### config.mk
export PLATFORM = sky130hd
export DESIGN_NAME = except_ctrl
export DESIGN_NICKNAME = d
export VERILOG_FILES = /design/src/rtl/except_ctrl_pkg.sv /design/src/rtl/except_ctrl_outst_counter.sv /design/src/rtl/except_ctrl.sv
export SDC_FILE = /design/constraint.sdc
export NUM_CORES = 1
export LEC_CHECK = 0
export ABC_CLOCK_PERIOD_IN_PS = 3250
export BUFFER_PORTS_ARGS = -buffer_cell sky130_fd_sc_hd__buf_2
export CAP_MARGIN = 20
export CORE_ASPECT_RATIO = 0.8
export CORE_MARGIN = 4
export CORE_UTILIZATION = 40
export CTS_CLUSTER_DIAMETER = 80
export DETAILED_ROUTE_END_ITERATION = 12
export PLACE_DENSITY = 0.75
export SYNTH_ARGS = -nofsm -noshare
export SYNTH_HDL_FRONTEND = slang
export SYNTH_SLANG_ARGS = --single-unit
export TNS_END_PERCENT = 100
### constraint.sdc
create_clock -name clk -period 3.25 [get_ports clk]
set_input_delay 0.4875 -clock clk [delete_from_list [all_inputs] [get_ports clk]]
set_output_delay 0.4875 -clock clk [all_outputs]
set_load 0.05 [all_outputs]
### src/rtl/except_ctrl_pkg.sv
// Shared definitions for the MEM-stage exception/ERET commit sequencer:
// encoded exception types, CP0 ExcCode values, FSM states and the default vector.
package except_ctrl_pkg;

  localparam logic [31:0] EXC_VECTOR_DEFAULT = 32'hBFC0_0380;

  localparam logic [31:0] EXC_T_NONE = 32'h0;
  localparam logic [31:0] EXC_T_INT  = 32'h1;
  localparam logic [31:0] EXC_T_ADEL = 32'h4;
  localparam logic [31:0] EXC_T_ADES = 32'h5;
  localparam logic [31:0] EXC_T_SYS  = 32'h8;
  localparam logic [31:0] EXC_T_BP   = 32'h9;
  localparam logic [31:0] EXC_T_RI   = 32'ha;
  localparam logic [31:0] EXC_T_OV   = 32'hc;
  localparam logic [31:0] EXC_T_ERET = 32'he;

  localparam logic [4:0] EXCCODE_INT  = 5'd0;
  localparam logic [4:0] EXCCODE_ADEL = 5'd4;
  localparam logic [4:0] EXCCODE_ADES = 5'd5;
  localparam logic [4:0] EXCCODE_SYS  = 5'd8;
  localparam logic [4:0] EXCCODE_BP   = 5'd9;
  localparam logic [4:0] EXCCODE_RI   = 5'd10;
  localparam logic [4:0] EXCCODE_OV   = 5'd12;

  typedef enum logic [1:0] {
    ST_IDLE     = 2'd0,
    ST_DRAIN    = 2'd1,
    ST_COMMIT   = 2'd2,
    ST_REDIRECT = 2'd3
  } exc_state_t;

  // Any nonzero code we do not recognise is reported as a reserved instruction.
  function automatic logic [4:0] exccode_of(input logic [31:0] exc_type);
    logic [4:0] code;
    case (exc_type)
      EXC_T_INT:  code = EXCCODE_INT;
      EXC_T_ADEL: code = EXCCODE_ADEL;
      EXC_T_ADES: code = EXCCODE_ADES;
      EXC_T_SYS:  code = EXCCODE_SYS;
      EXC_T_BP:   code = EXCCODE_BP;
      EXC_T_OV:   code = EXCCODE_OV;
      default:    code = EXCCODE_RI;
    endcase
    return code;
  endfunction

endpackage

### src/rtl/except_ctrl_outst_counter.sv
// Up/down counter of in-flight bus requests; simultaneous inc+dec cancel out and
// illegal overflow/underflow events are flagged while the count is held.
module except_ctrl_outst_counter #(
  parameter int W = 3
) (
  input  logic         clk,
  input  logic         resetn,
  input  logic         inc,
  input  logic         dec,
  output logic [W-1:0] count,
  output logic [W-1:0] count_next,
  output logic         overflow,
  output logic         underflow
);

  localparam logic [W-1:0] CNT_MAX = '1;

  always_comb begin
    overflow   = inc & ~dec & (count == CNT_MAX);
    underflow  = dec & ~inc & (count == '0);
    count_next = count;
    if (inc & ~dec & ~overflow) begin
      count_next = count + 1'b1;
    end else if (dec & ~inc & ~underflow) begin
      count_next = count - 1'b1;
    end
  end

  always_ff @(posedge clk) begin
    if (!resetn) begin
      count <= '0;
    end else begin
      count <= count_next;
    end
  end

endmodule

### src/rtl/except_ctrl.sv
// Precise exception / ERET commit sequencer: stall, drain data bus, pulse CP0
// writes with a flush, then hand the new PC to fetch over valid/ready.
module except_ctrl
  import except_ctrl_pkg::*;
#(
  parameter logic [31:0] EXC_VECTOR = EXC_VECTOR_DEFAULT,
  parameter int          OUTST_W    = 3
) (
  input  logic        clk,
  input  logic        resetn,
  input  logic        valid_m,
  input  logic [31:0] except_type_m,
  input  logic [31:0] pc_m,
  input  logic        is_in_delayslot_m,
  input  logic [31:0] bad_addr_m,
  input  logic [31:0] epc_i,
  input  logic        d_req_fire,
  input  logic        d_resp_fire,
  input  logic        if_ready,
  output logic        stall_all,
  output logic        flush_all,
  output logic        cp0_exc_we,
  output logic [4:0]  cp0_exccode,
  output logic        cp0_bd,
  output logic [31:0] cp0_epc_wdata,
  output logic        cp0_badvaddr_we,
  output logic [31:0] cp0_badvaddr,
  output logic        cp0_eret_we,
  output logic        redirect_valid,
  output logic [31:0] redirect_pc,
  output logic        busy
);

  exc_state_t   state_reg;
  logic [31:0]  type_reg;
  logic [31:0]  pc_reg;
  logic         bd_reg;
  logic [31:0]  bad_addr_reg;
  logic [31:0]  epc_reg;

  logic [OUTST_W-1:0] outst_count;
  logic [OUTST_W-1:0] outst_next;
  logic               outst_ovf;
  logic               outst_unf;
  logic               outst_unused;

  except_ctrl_outst_counter #(.W(OUTST_W)) u_outst (
    .clk        (clk),
    .resetn     (resetn),
    .inc        (d_req_fire),
    .dec        (d_resp_fire),
    .count      (outst_count),
    .count_next (outst_next),
    .overflow   (outst_ovf),
    .underflow  (outst_unf)
  );

  // Error flags are for observation only; the counter already holds its value.
  assign outst_unused = outst_ovf | outst_unf | (|outst_count);

  logic trigger;
  logic drained;
  assign trigger = (state_reg == ST_IDLE) & valid_m & (|except_type_m);
  assign drained = (outst_next == '0);

  always_ff @(posedge clk) begin
    if (!resetn) begin
      state_reg    <= ST_IDLE;
      type_reg     <= '0;
      pc_reg       <= '0;
      bd_reg       <= 1'b0;
      bad_addr_reg <= '0;
      epc_reg      <= '0;
    end else begin
      case (state_reg)
        ST_IDLE: begin
          if (trigger) begin
            type_reg     <= except_type_m;
            pc_reg       <= pc_m;
            bd_reg       <= is_in_delayslot_m;
            bad_addr_reg <= bad_addr_m;
            epc_reg      <= epc_i;
            state_reg    <= drained ? ST_COMMIT : ST_DRAIN;
          end
        end
        ST_DRAIN: begin
          if (drained) begin
            state_reg <= ST_COMMIT;
          end
        end
        ST_COMMIT: begin
          state_reg <= ST_REDIRECT;
        end
        ST_REDIRECT: begin
          if (if_ready) begin
            state_reg <= ST_IDLE;
          end
        end
        default: begin
          state_reg <= ST_IDLE;
        end
      endcase
    end
  end

  // Everything below depends only on state and capture registers.
  logic in_commit;
  logic in_redirect;
  logic is_eret;
  logic is_addr_err;

  assign in_commit   = (state_reg == ST_COMMIT);
  assign in_redirect = (state_reg == ST_REDIRECT);
  assign is_eret     = (type_reg == EXC_T_ERET);
  assign is_addr_err = (type_reg == EXC_T_ADEL) | (type_reg == EXC_T_ADES);

  assign busy            = (state_reg != ST_IDLE);
  assign stall_all       = busy | trigger;
  assign flush_all       = in_commit;
  assign cp0_exc_we      = in_commit & ~is_eret;
  assign cp0_eret_we     = in_commit & is_eret;
  assign cp0_exccode     = cp0_exc_we ? exccode_of(type_reg) : 5'd0;
  assign cp0_bd          = cp0_exc_we & bd_reg;
  // A delay-slot fault restarts at the branch, one word earlier.
  assign cp0_epc_wdata   = cp0_exc_we ? (bd_reg ? pc_reg - 32'd4 : pc_reg) : 32'd0;
  assign cp0_badvaddr_we = cp0_exc_we & is_addr_err;
  assign cp0_badvaddr    = cp0_badvaddr_we ? bad_addr_reg : 32'd0;
  assign redirect_valid  = in_redirect;
  assign redirect_pc     = in_redirect ? (is_eret ? epc_reg : EXC_VECTOR) : 32'd0;

endmodule

==> key figures <==
Run status
  • Outcome: completed

Global route
  • Vias in the first global route: 5977
  • Total GRT Usage: 0.204
  • Initial antenna violation count: 4
  • First-pass GRT wire length: 29300 um
  • GR Overflow Total: 0
  • Pin count of the biggest net entering global routing: 130

Place
  • Dpl cell area: 7610 um^2
  • Placed Cells incl. Taps: 1265
  • Post-DP HPWL: 12900 um
  • Global placement routability congestion: 0.839
  • Dpl ws: 0.283 ns
  • Number of port buffers: 242

Die
  • Num rows: 40
  • Die area: 17600 um^2
  • IO Count: 244
  • CORE AREA: 15100 um^2
  • Chip Width: 147 um
  • Die H: 119 um
  • Initial core utilization: 0.411

Yosys
  • Post-synth EDFFs: 0
  • Synth unique cells: 47
  • YS warnings: 0
  • Syn_nets: 1004
  • Synth async-reset ratio: 0
  • Ys flop type: dfxtp_1
  • Synth Cell Area: 6210 um^2
  • Register area share after synthesis: 0.432
  • Synthesized flop and latch total: 134
  • Syn Inst Count: 859
  • Synthesized area per cell: 7.23 um^2

Min path
  • Worst hold path type: input pin to flip-flop

STA
  • Slew @ Worst Pin: 0.582 ns
  • Tcrit/Tclk final: 0.981
  • Setup violators final: 0
  • Peak Freq: 314 MHz
  • Crit path time final: 3.19 ns
  • Skew final: 0.00875 ns
  • Setup_tns: 0 ns
  • Final Hold Viols: 0
  • Final WS setup: 0.0612 ns
  • Slew headroom: 0.612
  • RSZ-0062 raised after global routing: true
  • Max Slew Vio Count: 0

Routing
  • DRC Markers: 0
  • TritonRoute pass-1 iters: 4
  • DR vias: 6457
  • Routed WL per cell: 14.4 um
  • Total Wirelength: 18800 um
  • Drt via density: 4.96
  • Starting DRT DRC Count: 303
  • Antenna Nets Post-Route: 0

Critical path
  • CP Data Arrival Time: 2.70 ns
  • Worst path required time: 2.76 ns
  • Crit end category: output port
  • CP max FO: 5
  • Crit path kind: flip-flop to output port
  • Crit path launch type: flip-flop

Power and ir drop
  • Switching Share: 0.381
  • Clock Power Share: 0.317
  • Leak: 0.00376 uW
  • Sequential share of power: 0.346
  • Peak VDD IR: 0.000493 V
  • Gate power share: 0.337
  • Switch Pwr: 2320 uW
  • Int Pwr: 3780 uW
  • PwrDens: 735 nW/um^2

CTS
  • Clk buf depth: 2
  • CTS sink cnt: 134
  • CTS tree: yes
  • Clock latency on the worst-skew pair: 0.41 ns
  • CTS root buffer: clkbuf_16
  • CTS Buf Count: 17
  • Clk slew on worst S/H paths: 0.06 ns
  • Hold buffers post-CTS: 0
  • H-Tree Depth: 4

Finish
  • Fraction of layout cells with a size suffix above 1: 0.280
  • Post-route cell area: 8300 um^2
  • Area added between synthesis and finish: 33.7%
  • Post-layout util: 0.549
  • NumNets Final: 1224
  • Fin cells: 1303

Job
  • Max-cap check violation count: 0
cell usage after synthesis, types with 6 or more instances:
master	number	area (um^2)
nor4_1	20	125
clkbuf_1	54	203
inv_1	11	41.3
xor2_1	12	105
and2_1	55	344
xnor2_1	16	140
nand3_1	6	30.0
nor3_1	8	40.0
or3_1	6	37.5
dfxtp_1	134	2680
o21ai_0	6	30.0
a21oi_1	137	686
nor2_1	69	259
ha_1	10	125
nand2_1	271	1020
layout by cell type, fill, tap and decap left out, types with 2 or more instances in the layout:
cell	count
a211oi_1	2
a21oi_1	136
and2_1	55
and3_1	3
and4_1	2
buf_12	4
buf_2	241
buf_4	11
buf_6	2
bufinv_16	3
clkbuf_1	2
clkbuf_16	17
clkinv_4	2
clkinvlp_4	4
dfxtp_1	131
dfxtp_2	3
diode_2	2
ha_1	10
inv_1	11
nand2_1	271
nand2b_1	2
nand3_1	5
nand4_1	3
nand4b_1	2
nor2_1	69
nor3_1	8
nor3_4	2
nor4_1	18
nor4_2	2
o21a_1	2
o21ai_0	6
or3_1	6
or4_1	2
or4b_2	2
xnor2_1	16
xor2_1	12
stage by stage:
step / total power [uW] / hold WS (ns)
6_report: 6100 / 0.311
3_5_place_dp: 4160 / 0.442
4_1_cts: 6120 / 0.292
3_3_place_gp: 4120 / 0.437
2_1_floorplan: 3600 / 0.432
5_1_grt: 6460 / 0.294
worst max-delay path: stages (launching register included):
cell and delay (ns):
dfxtp_2 0.33, or4_4 0.56, or3_4 0.37, nor3_4 0.26, nand2_1 0.09, or3_1 0.32
a21oi_2 0.18, buf_6 0.18
logic make-up (layout without fill, tap and decap cells):
| family | after synthesis | after routing | synth area share |
|---|---|---|---|
| simple gates | 460 | 460 | 0.332 |
| compound gates | 156 | 156 | 0.132 |
| flops | 134 | 134 | 0.432 |
| buf+inv | 69 | 301 | 0.0425 |
| xor+xnor | 28 | 28 | 0.0395 |
| fa+ha+maj | 10 | 10 | 0.0201 |
| other cells | 1 | 3 | 0.000604 |
| mux | 1 | 1 | 0.00161 |
layout make-up:
class                      count  area, um^2
clock inverter                11         151
multi-input combinational    656        3310
clock buffer                  20         447
tap                          210         263
timing repair buffer         258        1390
sequential                   134        2690
antenna                        2        5.00
fill                        1469        6810
inverter                      12        47.5
routing by layer:
| metal | wire, um | GRT usage | part of all wire |
|---|---|---|---|
| met1 | 8070 | 0.253 | 0.43 |
| met2 | 8600 | 0.325 | 0.46 |
| met3 | 1690 | 0.0776 | 0.090 |
| met4 | 395 | 0.0728 | 0.021 |
| met5 | 27 | 0 | 0.0014 |
power groups by stage:
stage | logic [uW] | registers (uW) | clock network (uW)
2_1_floorplan | 1520 | 2070 | 0
3_3_place_gp | 2000 | 2120 | 0
3_5_place_dp | 2020 | 2130 | 0
4_1_cts | 2040 | 2100 | 1980
5_1_grt | 2270 | 2150 | 2040
6_report | 2050 | 2110 | 1940
path summary, 6_finish.rpt:
kind / from / to / slack [ns] / cells after the start
max: pc_reg[17]$_SDFFE_PN0P_ / cp0_epc_wdata[31] / 0.06 / 7
max reg2reg: u_outst.count[1]$_SDFF_PN0_ / state_reg[1]$_SDFFE_PN0P_ / 0.82 / 8
min: bad_addr_m[10] / bad_addr_reg[10]$_SDFFE_PN0P_ / 0.31 / 3
min reg2reg: epc_reg[1]$_SDFFE_PN0P_ / epc_reg[1]$_SDFFE_PN0P_ / 0.45 / 2
timing repair:
action                     CTS  global route
pin swaps                    1             5
setup endpoints to repair    4            73
gates resized for setup      5             9
setup buffers                0             5
Power figures use the tool's default switching activity.
